**src/rtl/lcd_text_pkg.sv**
```systemverilog
// Shared defaults, character codes and FSM states
// for the LCD text frame buffer.
package lcd_text_pkg;

  localparam int DEF_COLS = 16;
  localparam int DEF_LINES = 2;
  localparam logic [7:0] DEF_BLANK = 8'h00;

  localparam int LINE_W = 1;
  localparam int COL_W = 4;

  localparam logic [7:0] CH_SPACE = 8'h20;
  localparam logic [7:0] CH_ZERO = 8'h30;
  localparam logic [7:0] CH_EIGHT = 8'h38;
  localparam logic [7:0] CH_COLON = 8'h3A;
  localparam logic [7:0] CH_A = 8'h41;
  localparam logic [7:0] CH_U = 8'h55;

  typedef enum logic [1:0] {
    CLEAR,
    IDLE,
    SCAN
  } state_t;

  function automatic int lin_addr(
    input int line,
    input int col,
    input int cols
  );
    return line * cols + col;
  endfunction

endpackage

```
**src/rtl/lcd_char_ram.sv**
```systemverilog
// Character store: synchronous write,
// combinational read.
module lcd_char_ram #(
  parameter int DEPTH = 32,
  parameter int AW = 5
) (
  input  logic          clk,
  input  logic          i_we,
  input  logic [AW-1:0] i_waddr,
  input  logic [7:0]    i_wdata,
  input  logic [AW-1:0] i_raddr,
  output logic [7:0]    o_rdata
);

  logic [7:0] r_mem [DEPTH];

  always_ff @(posedge clk) begin
    if (i_we) r_mem[i_waddr] <= i_wdata;
  end

  assign o_rdata = r_mem[i_raddr];

endmodule

```
**src/rtl/lcd_text_buffer.sv**
```systemverilog
// Two-line character frame buffer that streams
// one frame per request to the LCD data stage.
module lcd_text_buffer
  import lcd_text_pkg::*;
#(
  parameter int COLS = DEF_COLS,
  parameter int LINES = DEF_LINES,
  parameter logic [7:0] BLANK = DEF_BLANK
) (
  input  logic              clk,
  input  logic              rst,
  input  logic              wr_valid,
  output logic              wr_ready,
  input  logic [LINE_W-1:0] wr_line,
  input  logic [COL_W-1:0]  wr_col,
  input  logic [7:0]        wr_char,
  input  logic              clr_req,
  input  logic              frame_start,
  output logic              out_valid,
  input  logic              out_ready,
  output logic [7:0]        out_char,
  output logic [LINE_W-1:0] out_line,
  output logic [COL_W-1:0]  out_col,
  output logic              out_last,
  output logic              busy
);

  localparam int DEPTH = LINES * COLS;
  localparam int AW = $clog2(DEPTH);

  state_t r_state;
  state_t w_next;

  logic [AW-1:0]     r_clr_addr;
  logic [LINE_W-1:0] r_nline;
  logic [COL_W-1:0]  r_ncol;

  logic              r_out_valid;
  logic [7:0]        r_out_char;
  logic [LINE_W-1:0] r_out_line;
  logic [COL_W-1:0]  r_out_col;
  logic              r_out_last;

  logic          w_load;
  logic          w_acc;
  logic          w_clr_done;
  logic          w_ptr_last;
  logic          w_wr_in;
  logic          w_wr_ok;
  logic          w_we;
  logic [AW-1:0] w_wr_addr;
  logic [AW-1:0] w_waddr;
  logic [7:0]    w_wdata;
  logic [AW-1:0] w_rd_addr;
  logic [7:0]    w_rd_data;

  assign wr_ready = (r_state != CLEAR);
  assign busy = (r_state != IDLE);

  assign w_acc = r_out_valid & out_ready;
  assign w_clr_done = (r_clr_addr == AW'(DEPTH - 1));
  assign w_ptr_last = (r_nline == LINE_W'(LINES - 1))
                   && (r_ncol == COL_W'(COLS - 1));

  assign w_wr_in = (int'(wr_col) < COLS)
                && (int'(wr_line) < LINES);
  // clr_req swallows a same-cycle write
  assign w_wr_ok = wr_valid & wr_ready
                 & w_wr_in & ~clr_req;
  assign w_wr_addr = AW'(lin_addr(int'(wr_line),
                     int'(wr_col), COLS));
  assign w_rd_addr = AW'(lin_addr(int'(r_nline),
                     int'(r_ncol), COLS));

  assign w_we = (r_state == CLEAR) | w_wr_ok;
  assign w_waddr = (r_state == CLEAR) ? r_clr_addr
                                      : w_wr_addr;
  assign w_wdata = (r_state == CLEAR) ? BLANK
                                      : wr_char;

  lcd_char_ram #(
    .DEPTH(DEPTH),
    .AW   (AW)
  ) u_ram (
    .clk    (clk),
    .i_we   (w_we),
    .i_waddr(w_waddr),
    .i_wdata(w_wdata),
    .i_raddr(w_rd_addr),
    .o_rdata(w_rd_data)
  );

  always_ff @(posedge clk) begin
    if (rst) r_state <= CLEAR;
    else r_state <= w_next;
  end

  always_comb begin
    w_next = r_state;
    w_load = 1'b0;
    unique case (r_state)
      CLEAR: begin
        if (!clr_req && w_clr_done) w_next = IDLE;
      end
      IDLE: begin
        if (clr_req) begin
          w_next = CLEAR;
        end else if (frame_start) begin
          w_next = SCAN;
          w_load = 1'b1;
        end
      end
      SCAN: begin
        if (clr_req) begin
          w_next = CLEAR;
        end else if (w_acc) begin
          if (r_out_last) w_next = IDLE;
          else w_load = 1'b1;
        end
      end
      default: w_next = CLEAR;
    endcase
  end

  always_ff @(posedge clk) begin
    if (rst) begin
      r_clr_addr  <= '0;
      r_nline     <= '0;
      r_ncol      <= '0;
      r_out_valid <= 1'b0;
      r_out_char  <= '0;
      r_out_line  <= '0;
      r_out_col   <= '0;
      r_out_last  <= 1'b0;
    end else begin
      if (clr_req) r_clr_addr <= '0;
      else if (r_state == CLEAR)
        r_clr_addr <= r_clr_addr + AW'(1);

      // pointer rests at (0,0) outside a scan
      if (w_next != SCAN) begin
        r_nline <= '0;
        r_ncol  <= '0;
      end else if (w_load) begin
        if (r_ncol == COL_W'(COLS - 1)) begin
          r_ncol  <= '0;
          r_nline <= r_nline + LINE_W'(1);
        end else begin
          r_ncol <= r_ncol + COL_W'(1);
        end
      end

      if (clr_req) begin
        r_out_valid <= 1'b0;
        r_out_last  <= 1'b0;
      end else if (w_load) begin
        r_out_valid <= 1'b1;
        r_out_char  <= w_rd_data;
        r_out_line  <= r_nline;
        r_out_col   <= r_ncol;
        r_out_last  <= w_ptr_last;
      end else if (w_acc) begin
        r_out_valid <= 1'b0;
        r_out_last  <= 1'b0;
      end
    end
  end

  assign out_valid = r_out_valid;
  assign out_char  = r_out_char;
  assign out_line  = r_out_line;
  assign out_col   = r_out_col;
  assign out_last  = r_out_last;

endmodule

```
**config.mk**
```make
export PLATFORM = sky130hd
export DESIGN_NAME = lcd_text_buffer
export DESIGN_NICKNAME = d
export VERILOG_FILES = /design/src/rtl/lcd_text_pkg.sv /design/src/rtl/lcd_char_ram.sv /design/src/rtl/lcd_text_buffer.sv
export SDC_FILE = /design/constraint.sdc
export NUM_CORES = 1
export LEC_CHECK = 0
export ABC_AREA = 1
export CAP_MARGIN = 5
export CORE_MARGIN = 4
export CORE_UTILIZATION = 35
export DETAILED_ROUTE_END_ITERATION = 6
export GPL_TIMING_DRIVEN = 0
export PLACE_DENSITY = 0.5
export SLEW_MARGIN = 0
export SYNTH_ARGS = -nofsm -noshare
export SYNTH_HDL_FRONTEND = slang
export SYNTH_SLANG_ARGS = --single-unit
```
**constraint.sdc**
```tcl
create_clock -name clk -period 2.2 [get_ports clk]
set_input_delay 0.44 -clock clk [delete_from_list [all_inputs] [get_ports clk]]
set_output_delay 0.44 -clock clk [all_outputs]
set_load 0.01 [all_outputs]
```
Word-level counts from Yosys, hierarchy flattened
Memory sizes are Yosys's and may differ from the RTL's. A register that Yosys moved wholly into a read port is not among the register bits.
Index checks and enable logic that the tools add are counted.
- output and inout port bits: 17
- word-level logic and storage cells: 56
- flip-flop bits (word level): 19
- RAM bits: 256
- memories: 1
- eq/ne operators: 6
- muxes and demuxes: 21
- bitwise gates (word level): 5
- add/subtract/negate cells: 5
- reductions and logical operators: 10
- memory list (memory ; depth ; width ; read ports ; clocked after Yosys merged registers in ; write ports ; line ; text):
    u_ram.r_mem ; 32 ; 8 ; 1 ; 1 ; 1 ; lcd_char_ram.sv:15 ; logic [7:0] r_mem [DEPTH];
- operators with widths (cell ; number):
    2-bit 2-to-1 mux ; 6
    5-bit by 4-bit adder with 5-bit output ; 2
    1-bit 2-to-1 mux ; 10
    8-bit 2-to-1 mux ; 1
    2-bit case mux with 3 select lines ; 1
    5-bit by 1-bit adder with 5-bit output (second input constant) ; 1
    5-bit equality test (second input constant) ; 1
    5-bit 2-to-1 mux ; 1
    4-bit by 1-bit adder with 4-bit output (second input constant) ; 1
    4-bit equality test (second input constant) ; 1
    4-bit 2-to-1 mux ; 1
    2-bit AND reduction ; 2
    2-bit nonzero test ; 2
    2-bit OR reduction ; 2
    1-bit AND ; 3
    2-bit by 1-bit equality test with 1-bit output (second input constant) ; 1
    2-bit equality test (second input constant) ; 1
    1-bit logical AND ; 2
    2-bit logical NOT ; 1
    2-bit by 1-bit inequality test with 1-bit output (second input constant) ; 1
    2-bit inequality test (second input constant) ; 1
    1-bit case mux with 2 select lines ; 1
    1-bit adder (second input constant) ; 1
    1-bit logical NOT ; 1
    other kinds (2) ; 2

Logic depth before layout (Yosys ltp)
- word-level depth: 6
- mapped depth: 15

By module
Synthesis repeated with hierarchy kept, for this count alone.
- cell total of the unflattened synthesis: 1124
- area, all modules: 12141.6 µm²
- modules (own cells, without submodules) (module ; seq. area each (µm²) ; instances ; cells each ; area an instance (µm²)):
    lcd_char_ram ; 7687.4 ; 1 ; 914 ; 10626.4
    lcd_text_buffer ; 540.5 ; 1 ; 210 ; 1515.2

Least setup slack after synthesis
OpenSTA, ideal clock, no wires.
- path type: reg-to-reg
- from: reg r_state[0]
- to: mem u_ram.r_mem[11][0] (enable)
- slack: 51 ps
- stages on the path, launching flop included: 11
- period minus slack after synthesis: 2149 ps
- path buffers: 1
- arrival: 1779 ps
- path through: dfxtp_1 inv_1 ha_1 inv_1 buf_2 nor2_1 inv_1 o21ai_0 inv_1 nand3_1 nor2_1
- word-level cells in the longest chain between the ends: 6
- ends and longest elaborated chain (element ; line ; text):
    from (decl) ; lcd_text_buffer.sv:31 ; state_t r_state;
    from (signal assigned) ; lcd_text_buffer.sv:95 ; else r_state <= w_next;
    2-bit nonzero test ; lcd_text_buffer.sv:57 ; assign wr_ready = (r_state != CLEAR);
    via wr_ready ; lcd_text_buffer.sv:13 ; output logic wr_ready,
    1-bit AND ; lcd_text_buffer.sv:68 ; assign w_wr_ok = wr_valid & wr_ready
    1-bit AND ; lcd_text_buffer.sv:69 ; & w_wr_in & ~clr_req;
    1-bit OR ; lcd_text_buffer.sv:75 ; assign w_we = (r_state == CLEAR) | w_wr_ok;
    1-bit 2-to-1 mux ; lcd_char_ram.sv:18 ; if (i_we) r_mem[i_waddr] <= i_wdata;
    1-bit 2-to-1 mux (implied by the code) ; lcd_char_ram.sv:18 ;
    to (decl) ; lcd_char_ram.sv:15 ;
The timed path passes the listed nets, and every way through them passes these cells.

Worst setup path after layout
- from: reg r_state[0]
- to: out wr_ready
- word-level cells in the longest chain between the ends: 1
- ends and longest elaborated chain (element ; line):
    2-bit nonzero test ; lcd_text_buffer.sv:57
    to (decl) ; lcd_text_buffer.sv:13
No other way between the ends.

==> metrics.md <==
| Metric | Value |
|---|---|
| Avg Inst Size Synth | 9.52 um^2 |
| Clock Sinks | 283 |
| Total CTS buffers | 30 |
| Post-Place Worst Slack | -877 ps |
| Syn Inst Count | 1,326 |
| Die H | 198 um |
| GPL Wtd Cong | 0.906 |
| Register bit count reported by yosys | 283 |
| Nets@finish | 1,478 |
| Final core utilization | 44.5% |
| Leak | 6.74 nW |
| Layout cells sized above 1 | 14.6% |
| Drt initial violations | 695 |
| Setup violators final | 0 |
| WL/cell | 19.2 um |
| Clock Tree Root | clkbuf_16 |
| Minimum clock period | 2150 ps |
| Rel. slew slack | 51.3% |
| Post-synth net total | 1,352 |
| Critical Path End Type | primary output |
| Final WS setup | 52.4 ps |
| Count of unique library cells instantiated by Yosys | 25 |
| Logic pwr share | 1.8% |
| R2R cell count | 8 |
| Worst EP required | 1760 ps |
| GRT Total Usage | 18.7% |
| CTS tree | built |
| Largest net degree at the start of global routing | 25 |
| Rows | 69 |
| Hold_buf cts | 0 |
| Fillers | 3,414 |
| Area Overhead vs Synth | 25.5% |
| Hold Crit Endpoint | out_col[0]$_SDFFE_PP0P_ |
| Power density over cell area | 687 nW/um^2 |
| Critical path cell sequence | inv_1, ha_1, inv_1, buf_4, clkdlybuf4s15_1 |
| Multi-input gate area | 3650 um^2 |
| H-tree Lvls | 1 |
| Max Root-Sink Buffers | 3 |
| Worst slew pin tran | 728 ps |
| Sequential area share after synthesis | 65.1% |
| Floorplan Core Area | 35,600 um^2 |
| Antenna Cells | 0 |
| Port-buffer cells | 35 |
| Max Fclk | 0.466 GHz |
| Tcrit/Tclk final | 97.6% |
| Final ANT Viol Nets | 0 |
| Gr ovfl total | 0 |
| Worst VDD drop | 0.000698 V |
| Final HPWL DP | 23,900 um |
| Maxcap violations | 0 |
| Vias in the first global route | 8,772 |
| Initial antenna violation count | 2 |
| Slew Viols, Final | 0 |
| Setup Skew | 8.67 ps |
| Ports | 36 |
| Hold Path Class | reg2reg |
| Clock power share | 44.9% |
| Switching fraction of total power | 19.9% |
| CP Data Arrival Time | 1710 ps |
| CP Class | reg2out |
| Hold Fails Final Rpt | 0 |
| Detailed-route via count | 9,180 |
| Synth Cell Area | 12,600 um^2 |
| Pwr Total | 10.9 mW |
| DRT Pass-1 Iters | 6 |
| Crit-path max cell delay | 360 ps |
| Hold Crit Start | out_col[0]$_SDFFE_PP0P_ |
| Pint | 8.72 mW |
| Clock-pin slew on the worst setup and hold paths | 60 ps |
| Die ar. | 39,200 um^2 |
| P_sw | 2.16 mW |
| Drt drc | 0 |
| Reg2reg setup slack | 80 ps |
| Clock Latency Late Sink | 550 ps |
| Routed WL | 37,200 um |
| Register area | 8230 um^2 |
| CP startpoint kind | flop |
| Critical Path Slowest Stage Cell | dfxtp_2 |
| Horiz. Die Dim | 198 um |
| Worst Hold Depth | 2 |
| Outcome | completed |
| Synthesis Warnings | 0 |
| Worst r2r src | r_state[0]$_SDFF_PP0_ |
| Reg2reg end | u_ram.r_mem[14][3]$_DFFE_PP_ |
| First-pass GRT wire length | 54,500 um |
| Via density | 4.74 |
| Power share of the sequential group | 53.3% |
| Cell repeated most along the worst path | inv_1 |
| Worst Path Max Fanout | 10 |
| Initial Utilization | 35.5% |
-- power groups by stage --
stage | Combinational (mW) | Clock (mW) | Sequential (mW)
3_3_place_gp | 0.123 | 0 | 5.92
6_report | 0.194 | 4.89 | 5.81
2_1_floorplan | 0.0562 | 0 | 5.92
3_5_place_dp | 0.128 | 0 | 5.92
4_1_cts | 0.189 | 4.97 | 5.80
5_1_grt | 0.206 | 5.22 | 5.80
-- placed cells by master (no fill, tap or decap), types with 2 or more instances in the layout --
master,instances
nor3_1,5
o21ai_0,17
clkinv_1,7
clkbuf_16,31
nand3_1,152
clkdlybuf4s50_1,33
buf_6,10
nor2_4,47
buf_2,25
clkbuf_1,21
bufinv_16,2
nand3_4,4
nand2_1,459
edfxtp_1,256
o21ai_4,2
xor2_1,2
buf_16,2
nand2_2,4
clkinv_2,3
dfxtp_1,25
inv_1,231
dfxtp_2,2
nand4_1,2
buf_12,31
inv_2,5
nor2_1,22
ha_1,7
buf_4,33
a21oi_1,16
nand2_4,6
nor2_2,2
-- state kept, by name (all words and copies together), names as in the netlist, 2 cells and up --
| name | count |
|---|---|
| out_char | 8 |
| r_clr_addr | 5 |
| r_state | 2 |
| out_col | 4 |
| u_ram.r_mem | 256 |
| r_ncol | 4 |
-- timing repair --
item / 4_1_cts / 5_1_grt
pin swaps: 35 / 8
setup buffers: 50 / 1
resized for setup: 99 / 23
cloned: 3 / 0
endpoints found under the setup margin: 502 / 265
-- synth_stat cells --
| library cell | instances | area, um^2 |
|---|---|---|
| a21oi_1 | 16 | 80.1 |
| buf_1 | 2 | 7.51 |
| buf_2 | 26 | 130 |
| buf_4 | 9 | 67.6 |
| buf_6 | 10 | 113 |
| clkbuf_1 | 9 | 33.8 |
| clkinv_1 | 1 | 3.75 |
| dfxtp_1 | 27 | 541 |
| edfxtp_1 | 256 | 7690 |
| ha_1 | 7 | 87.6 |
| inv_1 | 235 | 882 |
| inv_2 | 2 | 7.51 |
| nand2_1 | 469 | 1760 |
| nand3_1 | 156 | 781 |
| nand4_1 | 2 | 12.5 |
| nor2_1 | 66 | 248 |
| nor2_2 | 1 | 6.26 |
| nor2_4 | 1 | 11.3 |
| nor3_1 | 5 | 25.0 |
| nor3b_1 | 1 | 7.51 |
| o21ai_0 | 20 | 100 |
| o21bai_1 | 1 | 7.51 |
| o22ai_1 | 1 | 6.26 |
| or2_2 | 1 | 6.26 |
| xor2_1 | 2 | 17.5 |
-- stage by stage --
stage | TNS (ps) | hold slack [ps] | instances | area, um^2
5_1_grt | -72.7 | 507 | 1937 | 15800
2_1_floorplan | 0 | 454 | 1326 | 12600
3_3_place_gp | -658510 | 459 | 1822 | 13600
4_1_cts | -216 | 477 | 1936 | 15700
3_5_place_dp | -254230 | 469 | 1827 | 13700
6_report | 0 | 483 | 1937 | 15800
-- worst max path at each step --
stage                                startpoint                           end  slack [ps]  cells past startpoint
after floorplan           r_state[0]$_SDFF_PP0_  u_ram.r_mem[11][0]$_DFFE_PP_          50                     10
after global placement    r_state[0]$_SDFF_PP0_   u_ram.r_mem[5][3]$_DFFE_PP_       -2160                      5
after detailed placement  r_state[0]$_SDFF_PP0_   u_ram.r_mem[6][1]$_DFFE_PP_        -880                      6
after CTS                 r_state[0]$_SDFF_PP0_  u_ram.r_mem[20][3]$_DFFE_PP_         -20                      8
after global routing      r_state[0]$_SDFF_PP0_  u_ram.r_mem[17][4]$_DFFE_PP_          -7                     11
final                     r_state[0]$_SDFF_PP0_                      wr_ready          50                      5
-- cell type report --
| type | count | share of cell area, % |
|---|---|---|
| flip-flops and latches | 283 | 51.9 |
| multi-input cells | 752 | 23.0 |
| repair buffers | 91 | 7.56 |
| inverters | 238 | 5.65 |
| clock buffers | 44 | 5.27 |
| well taps | 461 | 3.64 |
| plain buffers | 56 | 2.26 |
| clock inverters | 12 | 0.663 |
-- worst max-delay path, delay by kind of cell, from the launching register on --
kind | cells | cell delay [ps]
adders and majority gates | 1 | 220
buffers and inverters | 4 | 580
DFF | 1 | 360
-- cell families after synthesis --
kind of cell | after synthesis | share of synthesized area [%]
AOI/OAI and AO/OA | 38 | 1.54
xor gates and xnor gates | 2 | 0.139
adders and majority gates | 7 | 0.693
buffers and inverters | 294 | 9.86
DFF | 283 | 65.1
and+or+nand+nor | 702 | 22.6
-- routing by layer --
metal / track usage, % / vias up / wire length, um
met5: 0 / - / 0
met4: 5.25 / 0 / 1080
met3: 2.81 / 60 / 2150
met2: 31.0 / 264 / 17800
met1: 25.7 / 4393 / 16200
li1: - / 4463 / -
No activity file was read; power rests on OpenSTA's default activity.
